### config.mk
export PLATFORM = sky130hd
export DESIGN_NAME = ps2_mouse_interface
export DESIGN_NICKNAME = d
export VERILOG_FILES = /design/src/rtl/ps2_mouse_interface.sv
export SDC_FILE = /design/constraint.sdc
export NUM_CORES = 1
export LEC_CHECK = 0
export CAP_MARGIN = 15
export CORE_UTILIZATION = 66
export CTS_BUF_LIST = sky130_fd_sc_hd__clkbuf_4
export DETAILED_ROUTE_END_ITERATION = 8
export HOLD_SLACK_MARGIN = 0.02
export PLACE_DENSITY_LB_ADDON = 0.1
export SLEW_MARGIN = 20
export SYNTH_ARGS = -nofsm -noshare
export SYNTH_HDL_FRONTEND = slang
export SYNTH_SLANG_ARGS = --single-unit
### constraint.sdc
create_clock -name Clk -period 8.2 [get_ports Clk]
set_clock_uncertainty 0.15 [all_clocks]
set_input_delay 1.23 -clock Clk [delete_from_list [all_inputs] [get_ports Clk]]
set_output_delay 1.23 -clock Clk [all_outputs]
set_load 0.05 [all_outputs]
### src/rtl/ps2_mouse_interface.sv
// PS/2 mouse host: enables streaming with 0xF4/0xFA, then deframes device bytes into 3-byte packets.
// Outputs update one cycle after the fall that samples byte 2's stop bit; new_data strobes for that cycle.
module ps2_mouse_interface #(
  parameter int CLK_HZ     = 50_000_000,
  parameter int HOLD_US    = 100,
  parameter int TIMEOUT_US = 2000,
  parameter int FILTER_LEN = 8
) (
  input  logic       Clk,
  input  logic       Reset,
  input  logic       ps2_clk_in,
  input  logic       ps2_data_in,
  output logic       ps2_clk_oe,
  output logic       ps2_data_oe,
  output logic       new_data,
  output logic [8:0] dx,
  output logic [8:0] dy,
  output logic       m1,
  output logic       m2,
  output logic       m3,
  output logic       stream_ready
);

  localparam int unsigned HOLD_CYC = int'((64'(HOLD_US) * 64'(CLK_HZ)) / 64'd1_000_000);
  localparam int unsigned TMO_CYC  = int'((64'(TIMEOUT_US) * 64'(CLK_HZ)) / 64'd1_000_000);
  localparam int HW = $clog2(HOLD_CYC + 1);
  localparam int TW = $clog2(TMO_CYC + 1);
  localparam int FW = $clog2(FILTER_LEN + 1);
  localparam logic [7:0] CMD     = 8'hF4;
  localparam logic [7:0] ACK     = 8'hFA;
  localparam logic [9:0] TX_BITS = {1'b1, ~^CMD, CMD};

  typedef enum logic [2:0] {INIT_HOLD, INIT_REQ, TX, TX_ACK, WAIT_FA, STREAM} state_t;

  logic [1:0]    clk_sync_q, dat_sync_q;
  logic          filt_q, fall_q;
  logic [FW-1:0] fcnt_q;
  logic          clk_s, dat_s;

  assign clk_s = clk_sync_q[1];
  assign dat_s = dat_sync_q[1];

  always_ff @(posedge Clk or posedge Reset) begin
    if (Reset) begin
      clk_sync_q <= 2'b11;
      dat_sync_q <= 2'b11;
      filt_q     <= 1'b1;
      fcnt_q     <= '0;
      fall_q     <= 1'b0;
    end else begin
      clk_sync_q <= {clk_sync_q[0], ps2_clk_in};
      dat_sync_q <= {dat_sync_q[0], ps2_data_in};
      fall_q     <= 1'b0;
      if (clk_s == filt_q) begin
        fcnt_q <= '0;
      end else if (fcnt_q == FW'(FILTER_LEN - 1)) begin
        filt_q <= clk_s;
        fcnt_q <= '0;
        fall_q <= filt_q;
      end else begin
        fcnt_q <= fcnt_q + FW'(1);
      end
    end
  end

  state_t        state_q;
  logic [HW-1:0] hold_q;
  logic [TW-1:0] tmo_q;
  logic [3:0]    txi_q, rxcnt_q;
  logic [9:0]    sr_q;
  logic [1:0]    pidx_q;
  logic [7:0]    b0_q, b1_q;
  logic          clk_oe_q, data_oe_q, new_q, rdy_q;
  logic [8:0]    dx_q, dy_q;
  logic [2:0]    btn_q;

  logic       tmo_exp, frame_done, frame_ok, restart;
  logic [7:0] rx_byte;

  assign tmo_exp    = (tmo_q == TW'(TMO_CYC - 1));
  assign frame_done = fall_q && (rxcnt_q == 4'd10);
  assign frame_ok   = ~sr_q[0] & (^sr_q[9:1]) & dat_s;
  assign rx_byte    = sr_q[8:1];

  // Any abort of the init handshake funnels back to INIT_HOLD for a full retry.
  always_comb begin
    restart = 1'b0;
    case (state_q)
      TX:      restart = tmo_exp;
      TX_ACK:  restart = tmo_exp | (fall_q & dat_s);
      WAIT_FA: restart = tmo_exp | (frame_done & ~(frame_ok & (rx_byte == ACK)));
      default: restart = 1'b0;
    endcase
  end

  always_ff @(posedge Clk or posedge Reset) begin
    if (Reset) begin
      state_q   <= INIT_HOLD;
      hold_q    <= '0;
      tmo_q     <= '0;
      txi_q     <= '0;
      rxcnt_q   <= '0;
      sr_q      <= '0;
      pidx_q    <= '0;
      b0_q      <= '0;
      b1_q      <= '0;
      clk_oe_q  <= 1'b0;
      data_oe_q <= 1'b0;
      new_q     <= 1'b0;
      rdy_q     <= 1'b0;
      dx_q      <= '0;
      dy_q      <= '0;
      btn_q     <= '0;
    end else begin
      new_q <= 1'b0;
      if (fall_q || tmo_exp || state_q == INIT_HOLD || state_q == INIT_REQ) tmo_q <= '0;
      else tmo_q <= tmo_q + TW'(1);

      if (restart) begin
        state_q   <= INIT_HOLD;
        hold_q    <= HW'(1);
        clk_oe_q  <= 1'b1;
        data_oe_q <= 1'b0;
      end else begin
        case (state_q)
          INIT_HOLD: begin
            if (hold_q == HW'(HOLD_CYC)) begin
              clk_oe_q  <= 1'b0;
              data_oe_q <= 1'b1;
              state_q   <= INIT_REQ;
            end else begin
              clk_oe_q  <= 1'b1;
              data_oe_q <= 1'b0;
              hold_q    <= hold_q + HW'(1);
            end
          end
          INIT_REQ: begin
            txi_q   <= '0;
            rxcnt_q <= '0;
            state_q <= TX;
          end
          TX: if (fall_q) begin
            data_oe_q <= ~TX_BITS[txi_q];
            txi_q     <= txi_q + 4'd1;
            if (txi_q == 4'd9) state_q <= TX_ACK;
          end
          TX_ACK: if (fall_q) state_q <= WAIT_FA;
          default: begin
            // Receive path shared by WAIT_FA and STREAM; timeout wins over a coincident fall.
            if (tmo_exp) begin
              if (rxcnt_q != 4'd0) begin
                rxcnt_q <= '0;
                pidx_q  <= '0;
              end
            end else if (frame_done) begin
              rxcnt_q <= '0;
              if (state_q == WAIT_FA) begin
                state_q <= STREAM;
                rdy_q   <= 1'b1;
                pidx_q  <= '0;
              end else if (!frame_ok) begin
                pidx_q <= '0;
              end else begin
                case (pidx_q)
                  2'd0: if (rx_byte[3]) begin
                    b0_q   <= rx_byte;
                    pidx_q <= 2'd1;
                  end
                  2'd1: begin
                    b1_q   <= rx_byte;
                    pidx_q <= 2'd2;
                  end
                  default: begin
                    dx_q   <= b0_q[6] ? 9'd0 : {b0_q[4], b1_q};
                    dy_q   <= b0_q[7] ? 9'd0 : {b0_q[5], rx_byte};
                    btn_q  <= b0_q[2:0];
                    new_q  <= 1'b1;
                    pidx_q <= 2'd0;
                  end
                endcase
              end
            end else if (fall_q) begin
              sr_q    <= {dat_s, sr_q[9:1]};
              rxcnt_q <= rxcnt_q + 4'd1;
            end
          end
        endcase
      end
    end
  end

  assign ps2_clk_oe   = clk_oe_q;
  assign ps2_data_oe  = data_oe_q;
  assign new_data     = new_q;
  assign dx           = dx_q;
  assign dy           = dy_q;
  assign m1           = btn_q[0];
  assign m2           = btn_q[1];
  assign m3           = btn_q[2];
  assign stream_ready = rdy_q;

endmodule

==> reports/results.ini, run 1 <==
[outcome]
outcome = completed

[detailed_routing]
drt_pre_antenna_iters = 4
drt.antenna.violating_nets = 0
vias = 3318
drcViolationCount = 0
wl_per_cell_um = 15.90
routed_wl_um = 9094
drt_iter0_markers = 152
viasPerCell = 5.801

[global_routing]
grt_max_degree = 90
antenna_found_initial = 0
grt_pass1_wl_um = 14830
grt_pass1_vias = 3145
gr-total-overflow = 0
track_usage_pct = 24.97

[power_and_ir_drop]
max-vdd-ir-drop_v = 0.0001242
power_uw = 803.0
power.leakage_uw = 0.002526
power_density_nw_per_um2 = 147.5

[synthesis]
synth_cells = 446
synth-seq-area-share_pct = 51.83
synthesis.area_um2 = 4985
synth_flop_cell = dfrtp_1
ys_ff_latch = 103
synth_top_area_cell = dfrtp_1
ys_types = 53
syn_area_per_cell_um2 = 11.18
synthArstFlopShare_pct = 100.0
post-synth-top-area-fraction_pct = 49.20
synth_edf_count = 0
synth_area_leaders = dfrtp_1 49%, mux2_2 8.8%, xor2_1 3.9%
syn_nets = 464
ys_warn_count = 0

[floorplanning]
die_area_um2 = 7904
io_pins = 29
start_util_pct = 68.36
die_w_um = 88.91
die_y_um = 88.91
coreArea_um2 = 7292
rows = 31

[setup_path]
cp_top_family = buffers and inverters
cpPeakStageDelay_ns = 0.81
crit_chain = clkdlybuf4s50_1
cp.required_ns = 6.82
crit_slowest_cell = clkdlybuf4s50_1
critPathArrivalTime_ns = 1.66
endpoint = stream_ready
rrSetupSlack_ns = 5.21
critPathKind = flop to primary output
worstSetupEndpointType = primary output
worstRegToRegCells = 6
worstSetupStartpoint = stream_ready
path_max_fanout = 2
reg2reg_from = sr_q[4]
crit_cells = 1
rr_endpoint = txi_q[1]
startpoint_type = flop
critPathBufInv = 1

[placement]
dp_hpwl_um = 6317
placed_cell_area_um2 = 5300
routabilityCongestion = 0.9025
portBuffers = 28

[final_layout]
design_area_um2 = 5445
antenna_cells = 0
final_nets = 486
fillerInstances = 524
drive_gt1_share_pct = 15.86
area_delta_synth_final_pct = 9.237
multiInputGateArea_um2 = 2253
ff_latch_area_um2 = 2584

[clock_tree]
clockBufferDepth = 2
ctsHoldBuffers = 0
cts_tree = done
cts_resized = 0
cts_max_level = 3
post_cts_buffers = 0
clock_tree.root_cell = clkbuf_4
cts_buffers = 9
clk_pin_slew_ns = 0.17
clk_latency_ns = 0.45
cts.sinks = 103

[sta]
tns_ns = 0
worst_slew_pin_slew_ns = 0.8002
max_freq_mhz = 328.6
maxSlewViolCount = 0
max_slew_margin_pct = 46.54
setup_viol = 0
grt_setup_unrepaired = false
fin_crit_sh_pct = 37.11
finalHoldViolCount = 0
fin_crit_ns = 3.043

[flow_run]
max-cap-violations = 0

[hold_path]
hold_path_class = flop to flop

cell type report:
| cell class | count | share of cell area, % |
|---|---|---|
| sequential | 103 | 47.45 |
| tap | 99 | 2.275 |
| inverter | 13 | 0.9421 |
| timing repair buffer | 30 | 5.561 |
| clock buffer | 9 | 1.241 |
| clock inverter | 7 | 1.149 |
| multi-input combinational | 311 | 41.38 |
worst register-to-register path: stages, from the launching register on:
cell	delay [ns]
dfrtp_1	0.49
ha_1	0.31
xnor3_2	0.45
xor2_1	0.20
o31a_1	0.32
or3_1	0.62
o32ai_2	0.38
metrics by stage:
step / hold slack, ns / util, % / instances / worst slack (ns)
floorplan: 0.1952 / - / 446 / 4.124
global placement: 0.1958 / 72.68 / 555 / 4.826
detailed placement: 0.1972 / 72.68 / 555 / 4.682
CTS: 0.2246 / 74.47 / 571 / 4.669
global route: 0.2268 / 74.67 / 572 / 5.061
finish: 0.2215 / 74.67 / 572 / 5.157
cells in the final DEF, fill, tap and decap left out, types with 3 or more instances in the layout:
cell type        synthesis  routed
nor4bb_1                 5       5
inv_1                   13      12
nor2b_1                 19      19
and4_1                   5       5
nand2b_1                 4       4
clkbuf_4                 0       9
nand3b_1                 3       3
mux2_4                   4       4
nand4_1                 13      13
dfrtp_1                 98      98
xor2_1                  22      22
clkdlybuf4s50_1          0      28
nand2_1                 30      30
and3_1                   6       6
nand3_1                 17      17
a31oi_1                  7       7
inv_6                    0       3
nor2_1                  49      49
or3_1                    5       5
nor4b_1                  3       3
dfstp_2                  5       5
mux2_2                  39      39
nor3b_1                  5       5
a21oi_1                  8       8
o21ai_0                  6       6
nor3_1                   5       5
xnor2_1                 10      10
ha_1                    14      14
layer usage:
metal  GRT usage [%]  share of wire, %  vias to the layer above
met5               0                 0                        -
met2           39.86                49                       69
met1           34.24                46                     1633
met4           9.091               1.5                        0
met3           5.078               3.5                       13
li1                -                 -                     1603
sequential cells by signal (all words and copies together) (netlist names), 4 cells and up:
register and cells:
dy 9, dx 9, sr_q 10, hold_q 13
rxcnt_q 4, txi_q 4, tmo_q 17, b1_q 8
fcnt_q 4, b0_q 7
Yosys cell counts (7+ instances only):
library cell / count
dfrtp_1: 98
nor2_1: 49
mux2_2: 39
nand2_1: 30
xor2_1: 22
nor2b_1: 19
nand3_1: 17
ha_1: 14
inv_1: 13
nand4_1: 13
clkbuf_1: 10
xnor2_1: 10
a21oi_1: 8
a31oi_1: 7
power breakdown:
| part | total (µW) | leakage (µW) | internal, µW | switching (µW) |
|---|---|---|---|---|
| combinational | 29.1 | 0.00105 | 11.6 | 17.4 |
| clock | 247 | 0.0000751 | 70.3 | 177 |
| sequential | 527 | 0.00140 | 519 | 7.32 |
worst min path at each step:
stage,from,end,slack [ns],cells after the start
global placement,dat_sync_q[0],dat_sync_q[1],0.20,0
floorplan,clk_sync_q[0],clk_sync_q[1],0.20,0
finish,clk_sync_q[0],clk_sync_q[1],0.22,0
global route,clk_sync_q[0],clk_sync_q[1],0.23,0
detailed placement,clk_sync_q[0],clk_sync_q[1],0.20,0
CTS,clk_sync_q[0],clk_sync_q[1],0.22,0
cell families (layout without fill, tap and decap cells):
family,after synthesis,in the layout,share of synthesized area [%]
AOI/OAI and AO/OA,37,37,5.372
xor gates and xnor gates,33,33,6.099
adders and majority gates,14,14,3.514
buffers and inverters,32,59,2.962
DFF,103,103,51.83
muxes,45,45,10.42
and+or+nand+nor,182,182,19.80
Power figures use the tool's default switching activity.
==> run 2: changes to the inputs <==
CORE_UTILIZATION = 62   (was 66)
clock period = 3.1 ns   (was 8.2 ns; I/O delays follow)
==> run 2 against run 1 <==
Sequential power grew to 2.6 times the previous value. Clock power increased to 2.6 times the previous value. Via count fell by 0.33%. Sequential cell count is the same. Register-to-register slack got worse by 4.9 ns. Count of clock-buffer cells in the layout did not move. Design area is 1.1% higher. Wire length fell by 4.8%. Critical path type is now flop to flop. Hold slack gained 0.0028 ns. Critical path depth up 5. Largest cell class unchanged. Setup slack lost 4.9 ns.
==> reports/results.ini, run 2 (synthesized netlist as in run 1, its figures left out) <==
[outcome]
outcome = completed

[power_and_ir_drop]
max-vdd-ir-drop_v = 0.0002904  ; +130%
power.leakage_uw = 0.002551  ; +1.0%
power_density_nw_per_um2 = 385.6  ; +160%

[flow_run]
max-cap-violations = 0  ; unchanged

[clock_tree]
cts_resized = 0  ; unchanged
clk_pin_slew_ns = 0.16  ; about the same
cts_buffers = 9  ; unchanged
ctsHoldBuffers = 0  ; unchanged
clk_latency_ns = 0.44  ; about the same
clockBufferDepth = 2  ; unchanged
cts_max_level = 3  ; unchanged
cts_tree = done
cts.sinks = 103  ; unchanged
post_cts_buffers = 0  ; unchanged
clock_tree.root_cell = clkbuf_4

[floorplanning]
start_util_pct = 64.18  ; -4.2 points
die_w_um = 91.67  ; +3.1%
die_area_um2 = 8402  ; +6.3%
io_pins = 29  ; unchanged
die_y_um = 91.67  ; +3.1%
coreArea_um2 = 7767  ; +6.5%
rows = 32  ; +3.2%

[detailed_routing]
routed_wl_um = 8655  ; -4.8%
drcViolationCount = 0  ; unchanged
viasPerCell = 5.702  ; -1.7%
vias = 3307  ; -0.33%
drt_pre_antenna_iters = 4  ; unchanged
drt_iter0_markers = 175  ; +15%
drt.antenna.violating_nets = 0  ; unchanged
wl_per_cell_um = 14.92  ; -6.1%

[final_layout]
design_area_um2 = 5505  ; +1.1%
drive_gt1_share_pct = 16.74  ; +0.88 points
final_common_cell = dfrtp_1
antenna_cells = 0  ; unchanged
area_delta_synth_final_pct = 10.44
top_register = tmo_q
final_nets = 491  ; +1.0%
final_cell_mix = 98 x dfrtp_1, 49 x nor2_1, 39 x mux2_2, 30 x nand2_1, 28 x clkdlybuf4s50_1
largest_register_ffs = 17  ; unchanged
reg_top3 = tmo_q x17, hold_q x13, sr_q x10

[global_routing]
grt_max_degree = 40  ; -56%
grt_pass1_wl_um = 14960  ; +0.88%
track_usage_pct = 22.45  ; -2.5 points
grt_pass1_vias = 3187  ; +1.3%
antenna_found_initial = 0  ; unchanged
gr-total-overflow = 0  ; unchanged

[sta]
max_freq_mhz = 355.1
fin_crit_sh_pct = 90.85
worst_slew_pin_slew_ns = 0.7974  ; -0.002709 ns
tns_ns = 0  ; unchanged
fin_crit_ns = 2.816
grt_setup_unrepaired = false
setup_viol = 0  ; unchanged
max_slew_margin_pct = 46.72  ; +0.18 points
post-route-worst-setup-slack_ns = 0.2837  ; -4.873 ns
maxSlewViolCount = 0  ; unchanged
finalHoldViolCount = 0  ; unchanged

[placement]
placed_cell_area_um2 = 5375  ; +1.4%
portBuffers = 28  ; unchanged
dp_slack_ns = 0.3006  ; -4.381 ns
dp_hpwl_um = 6113  ; -3.2%
routabilityCongestion = 0.8308  ; -7.9%

[setup_path]
critPathKind = flop to flop
worstSetupEndpointType = flop
cp_top_family = compound AO/OA/AOI/OAI gates
worstSetupStartpoint = sr_q[3]
crit_chain = inv_1, ha_1, xnor3_2, or3_1, a2111o_1, mux2_4
cp.required_ns = 3.29  ; -3.53 ns
crit_slowest_cell = a2111o_1
startpoint_type = flop
critPathBufInv = 1  ; unchanged
reg2reg_from = sr_q[3]
cpPeakStageDelay_ns = 0.62  ; -0.19 ns
path_max_fanout = 11  ; +9
critPathArrivalTime_ns = 3.01  ; +1.35 ns

[hold_path]
hold_path_class = flop to flop
min_from = dat_sync_q[0]

-- run 2: cell types whose count changed in the layout (fill, tap and decap cells not counted) --
cell and delta:
buf_4 +5, inv_6 -1, inv_4 -1, buf_6 -2, buf_12 +2, clkinv_4 +1
clkinvlp_4 +1
-- run 2: stage by stage --
stage | power [µW] | utilization [%] | hold slack [ns] | cells
after floorplan | 1472 | - | 0.1952 | 446
after global placement | 1497 | 69.20 | 0.1961 | 564
after detailed placement | 1504 | 69.20 | 0.2036 | 564
after CTS | 2157 | 70.88 | 0.2219 | 580
after global routing | 2213 | 70.88 | 0.2077 | 580
final | 2123 | 70.88 | 0.2242 | 580
-- run 2: layer usage --
| layer | global-route usage (%) | share of wire, % | vias to the layer above |
|---|---|---|---|
| met2 | 35.90 | 48 | 54 |
| met5 | 0 | 0 | - |
| met1 | 31.67 | 48 | 1635 |
| met4 | 5.952 | 0.49 | 0 |
| met3 | 4.229 | 3.1 | 2 |
| li1 | - | - | 1616 |
-- run 2: final cells by class --
class | instances | area, µm²
tap | 102 | 127.6
timing repair buffer | 35 | 357.8
clock buffer | 9 | 67.56
fill | 568 | 2262
sequential | 103 | 2584
multi-input combinational | 311 | 2253
clock inverter | 7 | 62.56
inverter | 13 | 52.55
-- run 2: power by group --
group	switching, µW	internal [µW]	total (µW)
sequential	19.8	1370	1390
combinational	47.3	34.8	82.2
clock	462	185	647
total	530	1590	2120
-- run 2: worst reg2reg max path, cell delays in order, from the launching register on --
cell	delay, ns
dfrtp_1	0.42
inv_1	0.09
ha_1	0.28
xnor3_2	0.45
or3_1	0.36
a2111o_1	0.62
mux2_4	0.37
-- run 2: worst paths after layout --
path | end | slack (ns) | cells after the start
worst max-delay path | b0_q[7] | 0.28 | 6
worst min-delay path | dat_sync_q[1] | 0.22 | 0
worst max register to register | b0_q[7] | 0.28 | 6
worst min register to register | dat_sync_q[1] | 0.22 | 0
max in group asynchronous | clk_sync_q[1] | 1.80 | 3
min in group asynchronous | hold_q[4] | 0.32 | 2
